[src/rtl/demux_1to8_glr.sv]
// Registered 1-to-8 demultiplexer: D is routed to the output selected by S,
// every other output is cleared, all with one cycle of latency.
module demux_1to8_glr #(
  parameter int WIDTH = 1
) (
  input  logic             clk,
  input  logic             rst_n,
  input  logic [WIDTH-1:0] D,
  input  logic [2:0]       S,
  output logic [WIDTH-1:0] Y0,
  output logic [WIDTH-1:0] Y1,
  output logic [WIDTH-1:0] Y2,
  output logic [WIDTH-1:0] Y3,
  output logic [WIDTH-1:0] Y4,
  output logic [WIDTH-1:0] Y5,
  output logic [WIDTH-1:0] Y6,
  output logic [WIDTH-1:0] Y7
);

  logic [WIDTH-1:0] lane_s [8];
  logic [WIDTH-1:0] lane_r [8];

  // Decode S into next lane values: only the selected lane carries D.
  always_comb begin
    for (int n = 0; n < 8; n++) begin
      lane_s[n] = {WIDTH{1'b0}};
    end
    case (S)
      3'd0:    lane_s[0] = D;
      3'd1:    lane_s[1] = D;
      3'd2:    lane_s[2] = D;
      3'd3:    lane_s[3] = D;
      3'd4:    lane_s[4] = D;
      3'd5:    lane_s[5] = D;
      3'd6:    lane_s[6] = D;
      3'd7:    lane_s[7] = D;
      default: lane_s[0] = {WIDTH{1'b0}};
    endcase
  end

  // Output registers; reset clears them without waiting for a clock edge.
  always_ff @(posedge clk or negedge rst_n) begin
    if (!rst_n) begin
      for (int n = 0; n < 8; n++) begin
        lane_r[n] <= {WIDTH{1'b0}};
      end
    end else begin
      for (int n = 0; n < 8; n++) begin
        lane_r[n] <= lane_s[n];
      end
    end
  end

  assign Y0 = lane_r[0];
  assign Y1 = lane_r[1];
  assign Y2 = lane_r[2];
  assign Y3 = lane_r[3];
  assign Y4 = lane_r[4];
  assign Y5 = lane_r[5];
  assign Y6 = lane_r[6];
  assign Y7 = lane_r[7];

endmodule

[config.mk]
export PLATFORM = sky130hd
export DESIGN_NAME = demux_1to8_glr
export DESIGN_NICKNAME = d
export VERILOG_FILES = /design/src/rtl/demux_1to8_glr.sv
export SDC_FILE = /design/constraint.sdc
export NUM_CORES = 1
export LEC_CHECK = 0
export CORE_AREA = 2 2 39 41
export CTS_CLUSTER_DIAMETER = 60
export DETAILED_ROUTE_END_ITERATION = 16
export DIE_AREA = 0 0 41 43
export PLACE_DENSITY_LB_ADDON = 0.08
export SYNTH_ARGS = -nofsm -noshare
export SYNTH_HDL_FRONTEND = slang
export SYNTH_SLANG_ARGS = --single-unit
[constraint.sdc]
create_clock -name clk -period 0.8 [get_ports clk]
set_input_delay 0.08 -clock clk [delete_from_list [all_inputs] [get_ports clk]]
set_output_delay 0.08 -clock clk [all_outputs]
set_load 0.01 [all_outputs]
==> summary.md <==
| Metric | Value |
|---|---|
| Initial drt markers | 2 |
| Number of logic stages on the critical path including buffering | 1 |
| Areal power density over the cells | 1773 nW/um^2 |
| Top cell family by delay on the critical path | flip-flops |
| Proportion of synthesized chip area in sequential cells | around two thirds |
| Number of placed instances with taps included | 45 |
| Setup repair after global routing missed its margin | yes |
| Root buffer cell | sky130_fd_sc_hd__clkbuf_4 |
| Met3 track demand over resource in global routing | 3.141% |
| Largest incremental delay on the critical path | 0.36 ns |
| Placeable core region | 1384 sq um |
| Slowest CP cell | sky130_fd_sc_hd__dfrtp_1 |
| Busiest metal layer after global routing | met4 |
| Drt pass-1 iters | 2 |
| Wire length of the first global-routing pass | 800 um |
| Share of the clock period used by the worst path after layout | 102.3% |
| Post-Synthesis Net Count | 22 |
| Count of max-cap constraint violations | 0 |
| Worst EP arrival | 0.74 ns |
| Total number of yosys warnings | 0 |
| Violations in the final reports | setup timing |
| Post-CTS setup buffers | 0 |
| Endpoint kind of the worst setup timing path | primary output |
| Vert. Die Dim | 43 um |
| Starting Density | between 20% and 30% |
| Maximum achievable frequency | around 1200 MHz |
| Required time of the critical path | 0.72 ns |
| Number of H-tree levels | 1 |
| Gp weighted congestion | 0.6391 |
| Gate count after technology mapping | 16 |
| Overflow left after global routing | 0 |
| Worst voltage drop across the vdd grid | roughly 0.56 mV |
| Post-Layout Cell Count | 48 |
| Worst setup slack after placement | -0.2531 ns |
| Synth cell types | 5 |
| Run status | finished, violations left |
| Number of rows created at floorplan | 14 |
| Pins Over Slew Limit | 0 |
| Clk pin slew, worst setup/hold paths | 0.05 ns |
| Layout Area Growth over Synthesis | 49.37% |
| Antenna violations before repair | 0 |
| Detailed-route wire length | between 500 and 600 um |
| GRT Resource Usage Total | 7.825% |
| Worst Path Class, Setup | flop to primary output |
| Rel. slew slack | 77.67% |
| Fraction of met1 tracks used by global routing | between 7 and 8% |
| Pin count of the biggest net entering global routing | 9 |
| Die outline width | 41 um |
| Startpoint types | flop |
| Via count of the routed design | 212 |
| Post-Synthesis Cell Area | 296.5 sq um |
| Ratio of cells with drive above 1 in the final layout | 59.38% |
| DRC Markers | 0 |
| Pleak | 0.2480 nW |
| Count of input and output buffers | 13 |
| Average detailed-routed wire length per instance | about 11 um |
| Maximum buffer depth of the clock tree | 2 |
| Via count normalized by instance count | about 4.4 |
| Fin. Hold Viols | 0 |
| TritonCTS clock tree | done |
| Number of nets in the layout | 40 |
| Die area | about 1800 sq um |
| CP cell instances | buf_2 |
| Clock sinks | 8 |
| Post-synthesis average cell area | 18.53 sq um |
| Period minus WS final | between 0.8 and 0.9 ns |
| Minimum setup slack in the final design | -0.01808 ns |
| Number of global-route vias before repair | 207 |
| Antenna cells | 0 |
| Transition time at the pin with the least slew margin | 0.3339 ns |
| Finish-stage setup viols | 8 |
| Buffering stage count on the worst path with inverters included | 1 |
| Critical Path Fanout Max | 1 |
| Residual antenna-violating net count after detailed routing | 0 |
| Post-synthesis register bit count | 8 |
| Cts bufs inserted | 3 |
| Number of ports placed on the die boundary | 14 |
| GR met2 Demand/Resource | 9.375% |
| Worst min-delay path category | input pin to async pin |
-- kinds of logic (layout without fill, tap and decap cells) --
kind of cell | after synthesis | after routing | share of synthesized area [%]
and+or+nand+nor | 8 | 8 | 32.49
DFF | 8 | 8 | 67.51
buffers and inverters | 0 | 16 | 0
-- repair_timing --
action / in CTS / in global routing
hold buffers: 0 / 0
setup endpoints to repair: 8 / 13
gates resized for setup: 32 / 4
-- stage by stage --
stage	TNS (ns)	hold WS, ns	util (%)	power (mW)	cell area (sq um)
3_3_place_gp	-2.663	0.3691	32.28	0.5125	446.7
6_report	-0.08458	0.1004	32.01	0.7853	442.9
5_1_grt	-0.3656	0.1275	32.01	0.8370	442.9
2_1_floorplan	0	-0.2156	-	0.4464	296.5
4_1_cts	-0.2164	0.1045	31.01	0.8066	429.2
3_5_place_dp	-2.780	0.3727	32.28	0.5138	446.7
-- layout by cell type, fill, tap and decap left out --
| master | instances |
|---|---|
| sky130_fd_sc_hd__clkdlybuf4s50_1 | 2 |
| sky130_fd_sc_hd__and4_2 | 1 |
| sky130_fd_sc_hd__buf_2 | 7 |
| sky130_fd_sc_hd__clkbuf_4 | 3 |
| sky130_fd_sc_hd__dlymetal6s2s_1 | 3 |
| sky130_fd_sc_hd__and4bb_2 | 3 |
| sky130_fd_sc_hd__and4b_2 | 3 |
| sky130_fd_sc_hd__nor4b_2 | 1 |
| sky130_fd_sc_hd__buf_6 | 1 |
| sky130_fd_sc_hd__dfrtp_1 | 8 |
-- layout make-up --
class	instances	area, sq um
Sequential cell	8	200.2
Fill cell	139	940.9
Tap cell	16	20.02
Timing Repair Buffer	13	103.9
Clock buffer	3	22.52
Multi-Input combinational cell	8	96.34
-- registers in the layout, indices dropped and copies added (netlist names) --
register,cells
Y0,1
Y1,1
Y2,1
Y3,1
Y4,1
Y5,1
Y6,1
Y7,1
-- path summary, 6_finish.rpt --
path	start	end	slack [ns]
worst max-delay path	Y4$_DFF_PN0_	Y4	-0.02
worst min-delay path	rst_n	Y7$_DFF_PN0_	0.10
max in group asynchronous	rst_n	Y6$_DFF_PN0_	0.45
min in group clk	S[2]	Y0$_DFF_PN0_	0.15
-- routing by layer --
metal	share of wire, %	up-vias
met4	3.6	0
met2	43	13
met5	0	-
li1	-	97
met3	14	2
met1	39	100
-- cell usage after synthesis --
library cell / instances / area share, %
sky130_fd_sc_hd__and4_2: 1 / 3.4
sky130_fd_sc_hd__and4b_2: 3 / 11
sky130_fd_sc_hd__and4bb_2: 3 / 13
sky130_fd_sc_hd__dfrtp_1: 8 / 68
sky130_fd_sc_hd__nor4b_2: 1 / 5.1
-- report_power, final --
| part | switching [mW] | internal, mW |
|---|---|---|
| Sequential | 0.00271 | 0.416 |
| Combinational | 0.0354 | 0.0419 |
| Clock | 0.119 | 0.170 |
| Total | 0.157 | 0.628 |
Note: power is estimated with default switching activity, not from simulation.
